<file path="src/rtl/ov7670_rgb444_capture_pkg.sv">
// rtl/ov7670_rgb444_capture_pkg.sv - shared types and constants for the OV7670 RGB444 capture front end
package ov7670_rgb444_capture_pkg;

  typedef enum logic [1:0] {
    ST_IDLE   = 2'd0,
    ST_VBLANK = 2'd1,
    ST_ACTIVE = 2'd2,
    ST_SKIP   = 2'd3
  } cap_state_t;

  localparam int R_W       = 4;
  localparam int G_W       = 4;
  localparam int B_W       = 4;
  localparam int RGB_W     = R_W + G_W + B_W;
  localparam int CAM_D_W   = G_W + B_W;
  // pclk, vsync, href and the data byte travel through one synchroniser
  localparam int CAM_BUS_W = CAM_D_W + 3;

  localparam logic PHASE_R  = 1'b0;
  localparam logic PHASE_GB = 1'b1;

endpackage

</file>
<file path="src/rtl/ov7670_rgb444_capture_if.sv">
// rtl/ov7670_rgb444_capture_if.sv - camera byte bus in, framed RGB444 pixel stream out
interface ov7670_rgb444_capture_if
  import ov7670_rgb444_capture_pkg::*;
#(
  parameter int H_ACTIVE = 640,
  parameter int V_ACTIVE = 480
);

  logic                        cam_pclk;
  logic                        cam_vsync;
  logic                        cam_href;
  logic [CAM_D_W-1:0]          cam_d;

  logic [RGB_W-1:0]            pix_rgb;
  logic                        pix_valid;
  logic                        line_start;
  logic                        frame_start;
  logic                        frame_done;
  logic [$clog2(H_ACTIVE)-1:0] pix_x;
  logic [$clog2(V_ACTIVE)-1:0] pix_y;

  modport master (
    input  cam_pclk, cam_vsync, cam_href, cam_d,
    output pix_rgb, pix_valid, line_start, frame_start, frame_done, pix_x, pix_y
  );

  modport slave (
    output cam_pclk, cam_vsync, cam_href, cam_d,
    input  pix_rgb, pix_valid, line_start, frame_start, frame_done, pix_x, pix_y
  );

endinterface

</file>
<file path="src/rtl/ov7670_rgb444_capture_cdc_sync_2ff.sv">
// rtl/ov7670_rgb444_capture_cdc_sync_2ff.sv - multi-bit flop-chain synchroniser with async reset
module cdc_sync_2ff #(
  parameter int WIDTH  = 1,
  parameter int STAGES = 2
) (
  input  logic             clk,
  input  logic             rst_n,
  input  logic [WIDTH-1:0] d,
  output logic [WIDTH-1:0] q
);

  logic [WIDTH-1:0] stage_q [STAGES];
  logic [WIDTH-1:0] stage_d [STAGES];

  always_comb begin
    stage_d[0] = d;
    for (int i = 1; i < STAGES; i++) begin
      stage_d[i] = stage_q[i-1];
    end
  end

  always_ff @(posedge clk or negedge rst_n) begin
    if (!rst_n) begin
      for (int i = 0; i < STAGES; i++) begin
        stage_q[i] <= '0;
      end
    end else begin
      stage_q <= stage_d;
    end
  end

  assign q = stage_q[STAGES-1];

endmodule

</file>
<file path="src/rtl/ov7670_rgb444_capture.sv">
// rtl/ov7670_rgb444_capture.sv - OV7670 "xR GB" byte pairing into 12-bit pixels with framing, position and geometry checks
module ov7670_rgb444_capture
  import ov7670_rgb444_capture_pkg::*;
#(
  parameter int H_ACTIVE    = 640,
  parameter int V_ACTIVE    = 480,
  parameter int SYNC_STAGES = 2
) (
  input  logic                    clk,
  input  logic                    rst_n,
  input  logic                    en,
  input  logic                    err_clr,
  output logic                    err,
  ov7670_rgb444_capture_if.master cam
);

  localparam int XW  = $clog2(H_ACTIVE);
  localparam int YW  = $clog2(V_ACTIVE);
  // Counters need one extra code so they can reach the full line/frame size
  localparam int XCW = $clog2(H_ACTIVE + 1);
  localparam int YCW = $clog2(V_ACTIVE + 1);
  localparam logic [XCW-1:0] X_END = XCW'(H_ACTIVE);
  localparam logic [YCW-1:0] Y_END = YCW'(V_ACTIVE);

  logic [CAM_BUS_W-1:0] cam_raw;
  logic [CAM_BUS_W-1:0] cam_s;
  logic                 pclk_s;
  logic                 vsync_s;
  logic                 href_s;
  logic [CAM_D_W-1:0]   d_s;

  assign cam_raw = {cam.cam_pclk, cam.cam_vsync, cam.cam_href, cam.cam_d};

  cdc_sync_2ff #(
    .WIDTH  (CAM_BUS_W),
    .STAGES (SYNC_STAGES)
  ) u_sync (
    .clk   (clk),
    .rst_n (rst_n),
    .d     (cam_raw),
    .q     (cam_s)
  );

  assign {pclk_s, vsync_s, href_s, d_s} = cam_s;

  cap_state_t       state_q, state_d;
  logic             pclk_prev_q, pclk_prev_d;
  logic             vsync_prev_q, vsync_prev_d;
  logic             href_prev_q, href_prev_d;
  logic             phase_q, phase_d;
  logic [R_W-1:0]   r_q, r_d;
  logic [XCW-1:0]   x_cnt_q, x_cnt_d;
  logic [YCW-1:0]   y_cnt_q, y_cnt_d;
  logic [RGB_W-1:0] pix_rgb_q, pix_rgb_d;
  logic             pix_valid_q, pix_valid_d;
  logic             line_start_q, line_start_d;
  logic             frame_start_q, frame_start_d;
  logic             frame_done_q, frame_done_d;
  logic [XW-1:0]    pix_x_q, pix_x_d;
  logic [YW-1:0]    pix_y_q, pix_y_d;
  logic             err_q, err_d;

  logic byte_stb;
  logic vsync_rise;
  logic vsync_fall;
  logic line_end;
  logic err_set;

  assign byte_stb   = pclk_s & ~pclk_prev_q & href_s;
  assign vsync_rise = vsync_s & ~vsync_prev_q;
  assign vsync_fall = ~vsync_s & vsync_prev_q;
  // A frame that ends with href still high closes its last line in the same cycle
  assign line_end   = (href_prev_q & ~href_s) | (vsync_rise & href_s);

  always_comb begin
    state_d       = state_q;
    pclk_prev_d   = pclk_s;
    vsync_prev_d  = vsync_s;
    href_prev_d   = href_s;
    phase_d       = phase_q;
    r_d           = r_q;
    x_cnt_d       = x_cnt_q;
    y_cnt_d       = y_cnt_q;
    pix_rgb_d     = pix_rgb_q;
    pix_valid_d   = 1'b0;
    line_start_d  = 1'b0;
    frame_start_d = 1'b0;
    frame_done_d  = 1'b0;
    pix_x_d       = pix_x_q;
    pix_y_d       = pix_y_q;
    err_set       = 1'b0;

    unique case (state_q)
      ST_IDLE: begin
        if (vsync_s) state_d = ST_VBLANK;
      end
      ST_VBLANK: begin
        if (vsync_fall) begin
          state_d = en ? ST_ACTIVE : ST_SKIP;
          x_cnt_d = '0;
          y_cnt_d = '0;
          phase_d = PHASE_R;
        end
      end
      ST_SKIP: begin
        if (vsync_rise) state_d = ST_VBLANK;
      end
      ST_ACTIVE: begin
        if (byte_stb) begin
          if (x_cnt_q == X_END || y_cnt_q == Y_END) begin
            err_set = 1'b1;
          end else if (phase_q == PHASE_R) begin
            r_d = d_s[R_W-1:0];
          end else begin
            pix_rgb_d     = {r_q, d_s};
            pix_valid_d   = 1'b1;
            line_start_d  = (x_cnt_q == '0);
            frame_start_d = (x_cnt_q == '0) && (y_cnt_q == '0);
            pix_x_d       = x_cnt_q[XW-1:0];
            pix_y_d       = y_cnt_q[YW-1:0];
            x_cnt_d       = x_cnt_q + XCW'(1);
          end
          phase_d = ~phase_q;
        end
        if (line_end) begin
          if (phase_d == PHASE_GB || x_cnt_d != X_END) err_set = 1'b1;
          x_cnt_d = '0;
          phase_d = PHASE_R;
          if (y_cnt_q != Y_END) y_cnt_d = y_cnt_q + YCW'(1);
        end
        if (vsync_rise) begin
          if (y_cnt_d != Y_END) err_set = 1'b1;
          y_cnt_d      = '0;
          frame_done_d = 1'b1;
          state_d      = ST_VBLANK;
        end
      end
      default: state_d = ST_IDLE;
    endcase

    err_d = (err_q & ~err_clr) | err_set;
  end

  always_ff @(posedge clk or negedge rst_n) begin
    if (!rst_n) begin
      state_q       <= ST_IDLE;
      pclk_prev_q   <= 1'b0;
      vsync_prev_q  <= 1'b0;
      href_prev_q   <= 1'b0;
      phase_q       <= PHASE_R;
      r_q           <= '0;
      x_cnt_q       <= '0;
      y_cnt_q       <= '0;
      pix_rgb_q     <= '0;
      pix_valid_q   <= 1'b0;
      line_start_q  <= 1'b0;
      frame_start_q <= 1'b0;
      frame_done_q  <= 1'b0;
      pix_x_q       <= '0;
      pix_y_q       <= '0;
      err_q         <= 1'b0;
    end else begin
      state_q       <= state_d;
      pclk_prev_q   <= pclk_prev_d;
      vsync_prev_q  <= vsync_prev_d;
      href_prev_q   <= href_prev_d;
      phase_q       <= phase_d;
      r_q           <= r_d;
      x_cnt_q       <= x_cnt_d;
      y_cnt_q       <= y_cnt_d;
      pix_rgb_q     <= pix_rgb_d;
      pix_valid_q   <= pix_valid_d;
      line_start_q  <= line_start_d;
      frame_start_q <= frame_start_d;
      frame_done_q  <= frame_done_d;
      pix_x_q       <= pix_x_d;
      pix_y_q       <= pix_y_d;
      err_q         <= err_d;
    end
  end

  assign cam.pix_rgb     = pix_rgb_q;
  assign cam.pix_valid   = pix_valid_q;
  assign cam.line_start  = line_start_q;
  assign cam.frame_start = frame_start_q;
  assign cam.frame_done  = frame_done_q;
  assign cam.pix_x       = pix_x_q;
  assign cam.pix_y       = pix_y_q;
  assign err             = err_q;

endmodule

</file>
<file path="src/flat_wrapper.sv">
// flat-port wrapper written by rule: the top's interface ports become plain ports
module ov7670_rgb444_capture_flat import ov7670_rgb444_capture_pkg::*;
#(
  parameter int H_ACTIVE    = 640,
  parameter int V_ACTIVE    = 480,
  parameter int SYNC_STAGES = 2
)
  (clk, rst_n, en, err_clr, err, cam_cam_pclk, cam_cam_vsync, cam_cam_href, cam_cam_d, cam_pix_rgb, cam_pix_valid, cam_line_start, cam_frame_start, cam_frame_done, cam_pix_x, cam_pix_y);
  ov7670_rgb444_capture_if #(.H_ACTIVE(H_ACTIVE), .V_ACTIVE(V_ACTIVE)) cam_i ();
  input  logic clk;
  input  logic rst_n;
  input  logic en;
  input  logic err_clr;
  output logic err;
  input wire logic [$bits(cam_i.cam_pclk)-1:0] cam_cam_pclk;
  input wire logic [$bits(cam_i.cam_vsync)-1:0] cam_cam_vsync;
  input wire logic [$bits(cam_i.cam_href)-1:0] cam_cam_href;
  input wire logic [$bits(cam_i.cam_d)-1:0] cam_cam_d;
  output wire logic [$bits(cam_i.pix_rgb)-1:0] cam_pix_rgb;
  output wire logic [$bits(cam_i.pix_valid)-1:0] cam_pix_valid;
  output wire logic [$bits(cam_i.line_start)-1:0] cam_line_start;
  output wire logic [$bits(cam_i.frame_start)-1:0] cam_frame_start;
  output wire logic [$bits(cam_i.frame_done)-1:0] cam_frame_done;
  output wire logic [$bits(cam_i.pix_x)-1:0] cam_pix_x;
  output wire logic [$bits(cam_i.pix_y)-1:0] cam_pix_y;
  assign cam_i.cam_pclk = cam_cam_pclk;
  assign cam_i.cam_vsync = cam_cam_vsync;
  assign cam_i.cam_href = cam_cam_href;
  assign cam_i.cam_d = cam_cam_d;
  assign cam_pix_rgb = cam_i.pix_rgb;
  assign cam_pix_valid = cam_i.pix_valid;
  assign cam_line_start = cam_i.line_start;
  assign cam_frame_start = cam_i.frame_start;
  assign cam_frame_done = cam_i.frame_done;
  assign cam_pix_x = cam_i.pix_x;
  assign cam_pix_y = cam_i.pix_y;
  ov7670_rgb444_capture #(.H_ACTIVE(H_ACTIVE), .V_ACTIVE(V_ACTIVE), .SYNC_STAGES(SYNC_STAGES)) u_core (.clk(clk), .rst_n(rst_n), .en(en), .err_clr(err_clr), .err(err), .cam(cam_i));
endmodule
</file>
<file path="config.mk">
export PLATFORM = sky130hd
export DESIGN_NAME = ov7670_rgb444_capture_flat
export DESIGN_NICKNAME = d
export VERILOG_FILES = /design/src/rtl/ov7670_rgb444_capture_pkg.sv /design/src/rtl/ov7670_rgb444_capture_if.sv /design/src/rtl/ov7670_rgb444_capture_cdc_sync_2ff.sv /design/src/rtl/ov7670_rgb444_capture.sv /design/src/flat_wrapper.sv
export SDC_FILE = /design/constraint.sdc
export NUM_CORES = 1
export LEC_CHECK = 0
export CORE_ASPECT_RATIO = 0.75
export CORE_MARGIN = 4
export CORE_UTILIZATION = 65
export DETAILED_ROUTE_END_ITERATION = 8
export DONT_BUFFER_PORTS = 1
export MAX_ROUTING_LAYER = met4
export PLACE_DENSITY = 0.85
export SETUP_SLACK_MARGIN = 0.02
export SLEW_MARGIN = 20
export SYNTH_ARGS = -nofsm -noshare
export SYNTH_HDL_FRONTEND = slang
export SYNTH_SLANG_ARGS = --single-unit
</file>
<file path="constraint.sdc">
create_clock -name clk -period 4.42 [get_ports clk]
set_input_delay 0.884 -clock clk [delete_from_list [all_inputs] [get_ports clk]]
set_output_delay 0.884 -clock clk [all_outputs]
set_load 0.05 [all_outputs]
</file>
* After elaboration in Yosys (flattened, before gate mapping) *
Index checks and enable logic that the tools add are counted.

word-level totals
  output and inout port bits = 36
  bits of input ports = 15
  register bits = 87
  word-level logic and storage cells = 103

cells by class
  add/subtract/negate cells = 2
  reduce and logical (&&, ||, !) cells = 12
  bitwise operators = 16
  equal/unequal tests = 11
  mux-type cells = 44

operator list
  cell                                                                      count
  10-bit 2-to-1 mux                                                         6
  9-bit 2-to-1 mux                                                          5
  1-bit 2-to-1 mux                                                          26
  10-bit case mux with 2 select lines                                       1
  9-bit inequality test (second input constant)                             2
  9-bit case mux with 2 select lines                                        1
  10-bit by 1-bit adder with 10-bit output (second input constant)          1
  10-bit equality test (second input constant)                              1
  10-bit zero test                                                          1
  10-bit inequality test (second input constant)                            1
  9-bit by 1-bit adder with 9-bit output (second input constant)            1
  9-bit equality test (second input constant)                               1
  9-bit zero test                                                           1
  4-bit AND reduction                                                       2
  1-bit bitwise AND                                                         7
  1-bit inverter                                                            7
  2-bit 2-to-1 mux                                                          3
  2-bit case mux with 3 select lines                                        1
  2-bit equality test (second input constant)                               2
  2-bit by 1-bit inequality test with 1-bit output (second input constant)  2
  3-bit AND reduction                                                       1
  2-bit by 1-bit equality test with 1-bit output (second input constant)    1
  2-bit zero test                                                           1
  1-bit logical OR                                                          2
  other kinds (7)                                                           8

* Longest topological paths before layout *
  word-level depth = 13
  mapped depth = 9

* Modules after synthesis *
From an unflattened synthesis, not the netlist that was laid out.

second synthesis, totals
  cells, all modules = 384
  area total of the unflattened synthesis = 3867.5 sq um

by module, submodules not included
  module                 area an instance (sq um)  cells each  instances
  ov7670_rgb444_capture  3316.9                    362         1
  cdc_sync_2ff           550.5                     22          1

* Worst setup path after synthesis *
No wires, ideal clock.

  path kind = register to register
  start = reg u_core.y_cnt_q[0]
  end = reg u_core.err_q (netlist: u_core.err)
  arrival time = 2.070 ns
  buffers on the path = 0
  slack = 2.206 ns
  cell stages (with the launch flop) = 9
  cell sequence = dfrtp_1 inv_1 ha_1 or4b_4 o211ai_1 xnor2_1 o2111ai_1 o31ai_1 o221ai_1

between the ends
  word-level cells in the longest chain between the ends = 13

RTL lines
  element                                                                          RTL line                      source
  from (decl)                                                                      ov7670_rgb444_capture.sv:53   logic [YCW-1:0] y_cnt_q, y_cnt_d;
  from (signal assigned)                                                           ov7670_rgb444_capture.sv:170  y_cnt_q <= y_cnt_d;
  branches (longest 10 deep; another with 9-bit by 1-bit adder with 9-bit output)  --
  1-bit 2-to-1 mux *                                                               ov7670_rgb444_capture.sv:131  if (vsync_rise) begin
  1-bit 2-to-1 mux *                                                               ov7670_rgb444_capture.sv:93   unique case (state_q)
  1-bit bitwise OR *                                                               ov7670_rgb444_capture.sv:141  err_d = (err_q & ~err_clr) | err_set;
  via u_core.err_d                                                                 ov7670_rgb444_capture.sv:61   logic err_q, err_d;
  to (signal assigned)                                                             ov7670_rgb444_capture.sv:178  err_q <= err_d;
  to (decl)                                                                        ov7670_rgb444_capture.sv:61

Mark *: on every way through the listed nets, which the timed path passes. The select of a mux whose other input is x is not followed.
A chain may end at the register's enable or synchronous reset.

* Worst setup path in the final report *
Same ends and word-level chain as after synthesis.

==> flow_metrics.py <==
metrics = {
    "drt": {
        "drt-vias-per-instance": 6.55,
        "drc_errors": 0,
        "drt-initial-drc-count": 281,
        "final_antenna_net_count": 0,
        "wl_met3_um": 728,
        "wl_per_cell_um": 18.8,
        "met1_length_um": 3340,
        "first_pass_iters": 7,
        "wl_um": 7750,
        "num_vias": 2698,
        "top_layer_used": "met4",
        "wl_met2_um": 3490,
    },
    "global_route": {
        "grt_max_degree": 88,
        "grt-ovfl-total": 0,
        "grt_usage_pct": 22.7,
        "grt_pass1_vias": 2516,
        "antenna_found_initial": 0,
        "grt_pass1_wl_um": 12500,
    },
    "clock_network": {
        "postCtsSetupRepairBufs": 0,
        "hold_buffers": 0,
        "cts.sinks": 87,
        "path_clk_slew_ns": 0.09,
        "cts_htree_levels": 3,
        "clk_latency_ns": 0.36,
        "cts_tree": "built",
        "ctsResizeCount": 0,
        "cts.path.max_buffers": 2,
        "cts-root-buf": "clkbuf_8",
        "cts-buffers-inserted": 9,
    },
    "critical_path": {
        "cp-start-kind": "flop",
        "cp.required_ns": 4.64,
        "critical-path-top-delay-family": "compound AO/OA/AOI/OAI gates",
        "crit_arrival_ns": 2.78,
        "endpoint_kind": "flop",
        "cp_num_buf_inv": 1,
        "max_stage_delay_ns": 0.51,
        "crit_path_max_fanout": 7,
        "cp_cell_sequence": "inv_1 -> ha_1 -> or4b_4 -> o211ai_1 -> xnor2_1 -> o2111ai_1 -> o31ai_1 -> o221ai_1",
        "crit_type": "reg -> reg",
        "critical-path-slowest-cell": "or4b_4",
    },
    "floorplan": {
        "die_h_um": 75.1,
        "die_x_um": 97.4,
        "initial_core_util_pct": 66.9,
        "core.rowCount": 24,
        "ios": 51,
        "core-area_um2": 5830,
        "dieArea_um2": 7310,
    },
    "timing": {
        "fin_setup_tns_ns": 0,
        "max_freq_mhz": 391,
        "rsz0062_at_grt": "false",
        "hold_violations": 0,
        "setup_viol": 0,
        "final.period_utilization_pct": 57.8,
        "fin_skew_ns": 0.00851,
        "worst_pin_slew_ns": 1.09,
        "drv_slew": 0,
        "relSlewSlack_pct": 26.9,
        "finalCriticalPeriod_ns": 2.55,
    },
    "synth": {
        "synth_nets": 353,
        "async_flop_share_pct": 100,
        "synth-seq-cells": 87,
        "synth_compound_area_share_pct": 11.8,
        "syn_avg_cell_area_um2": 11.7,
        "synth_edf_count": 0,
        "synth_top_family_by_area": "simple AND/OR/NAND/NOR gates",
        "synth.distinct_cells": 61,
        "yosys-top-cells-area": "dfrtp_1, mux2_2, o21ai_0",
        "synth-xor-area-share_pct": 1.57,
        "synth_cells": 333,
        "synth_area_um2": 3900,
        "yosys.area_share.simple_pct": 16.2,
        "synth-adder-area-share_pct": 1.61,
        "synth_top_area_share_pct": 55.9,
        "synthMuxAreaShare_pct": 9.31,
        "yosys.area.top_type": "dfrtp_1",
        "yosysSeqAreaShare_pct": 55.9,
        "yosys_most_used_dff": "dfrtp_1",
        "synth_warnings": 0,
    },
    "pwr": {
        "leakage_uw": 0.00186,
        "ir_drop_uv": 264,
        "total_power_uw": 1570,
        "p_per_area_nw_per_um2": 384,
    },
    "run": {
        "maxCapViolations": 0,
    },
    "cells_and_area": {
        "final_util_pct": 70.2,
        "mostFrequentLayoutCells": "dfrtp_1, o21ai_0, nand2_1",
        "final_common_cell": "dfrtp_1",
        "fill_cells": 408,
        "ff_latch_area_um2": 2180,
        "drive_above_1_share_pct": 15.0,
        "syn2layout_area_growth_pct": 4.94,
        "nets": 349,
        "diodes": 0,
        "multi_input_area_um2": 1580,
    },
    "placed_design": {
        "place_hpwl_um": 5340,
        "finalWeightedCongestion": 0.944,
        "io_buffers": 0,
    },
    "outcome": {
        "run_status": "completed",
    },
    "hold_path": {
        "hp-class": "in -> async",
    },
}
==> synth_stat cells, types with 4 or more instances <==
library cell  count
mux2_1            9
ha_1              5
mux2_2           17
nand2_1          27
nand3_1           7
dfrtp_1          87
clkbuf_1          4
o31ai_1           4
o21ai_0          32
nand2b_1          4
mux2_4            4
inv_1             9
buf_6             5
and3_1            5
nand4_1           7
a21oi_1          14
nand3b_1          4
nor3_1            6
nor2_1           17
xnor2_1           4
==> state kept, by name (all words and copies together), names as in the netlist <==
signal                  count
u_core.r_q                  4
u_core.pclk_prev_q          1
u_core.vsync_prev_q         1
u_core.state_q              2
u_core.phase_q              1
u_core.u_sync.q            11
u_core.cam.pix_x           10
u_core.x_cnt_q             10
u_core.cam.pix_valid        1
u_core.u_sync.stage_d      11
u_core.cam.frame_start      1
u_core.err                  1
u_core.cam.frame_done       1
u_core.href_prev_q          1
u_core.y_cnt_q              9
u_core.cam.pix_y            9
u_core.cam.pix_rgb         12
u_core.cam.line_start       1
==> where the power goes <==
part           switching [uW]  total, uW  internal [uW]
clock network             292        561            269
logic                    76.5        137           60.3
registers                45.3        875            829
total                     413       1570           1160
==> stage by stage <==
stage | worst slack, ns | hold WS [ns] | std cells | instance area, um^2
finish | 1.87 | 0.218 | 412 | 4090
detailed placement | 1.91 | 0.336 | 396 | 3890
CTS | 1.89 | 0.205 | 412 | 4090
global route | 1.72 | 0.185 | 412 | 4090
floorplan | 2.21 | 0.331 | 333 | 3900
global placement | 1.97 | 0.333 | 396 | 3890
==> area by class of cell <==
type,count,share of cell area [%]
Sequential cell,87,53.2
Multi-Input combinational cell,222,38.6
Inverter,9,0.826
Clock inverter,7,1.90
Clock buffer,9,3.03
Tap cell,78,2.39
==> cells by family after synthesis <==
logic type | Yosys count
buf+inv | 24
xor+xnor | 7
compound gates | 73
simple gates | 106
fa+ha+maj | 5
mux | 31
flops | 87
==> final timing paths <==
check                                          from                        to  slack (ns)  depth (start not counted)
min                                           rst_n       u_core.cam.pix_x[1]        0.22                          0
max                               u_core.y_cnt_q[0]                u_core.err        1.87                          8
max reg2reg                       u_core.y_cnt_q[0]                u_core.err        1.87                          8
max in group asynchronous                     rst_n  u_core.u_sync.stage_d[9]        4.08                          0
min reg2reg                u_core.u_sync.stage_d[7]        u_core.u_sync.q[7]        0.35                          0
min in group clk           u_core.u_sync.stage_d[7]        u_core.u_sync.q[7]        0.35                          0
==> per-layer routing <==
layer | GRT usage [%] | up-vias
met3 | 7.50 | 23
li1 | - | 1203
met2 | 33.7 | 148
met1 | 29.4 | 1324
met5 | - | -
met4 | 8.91 | 0
No activity file was read; power rests on OpenSTA's default activity.
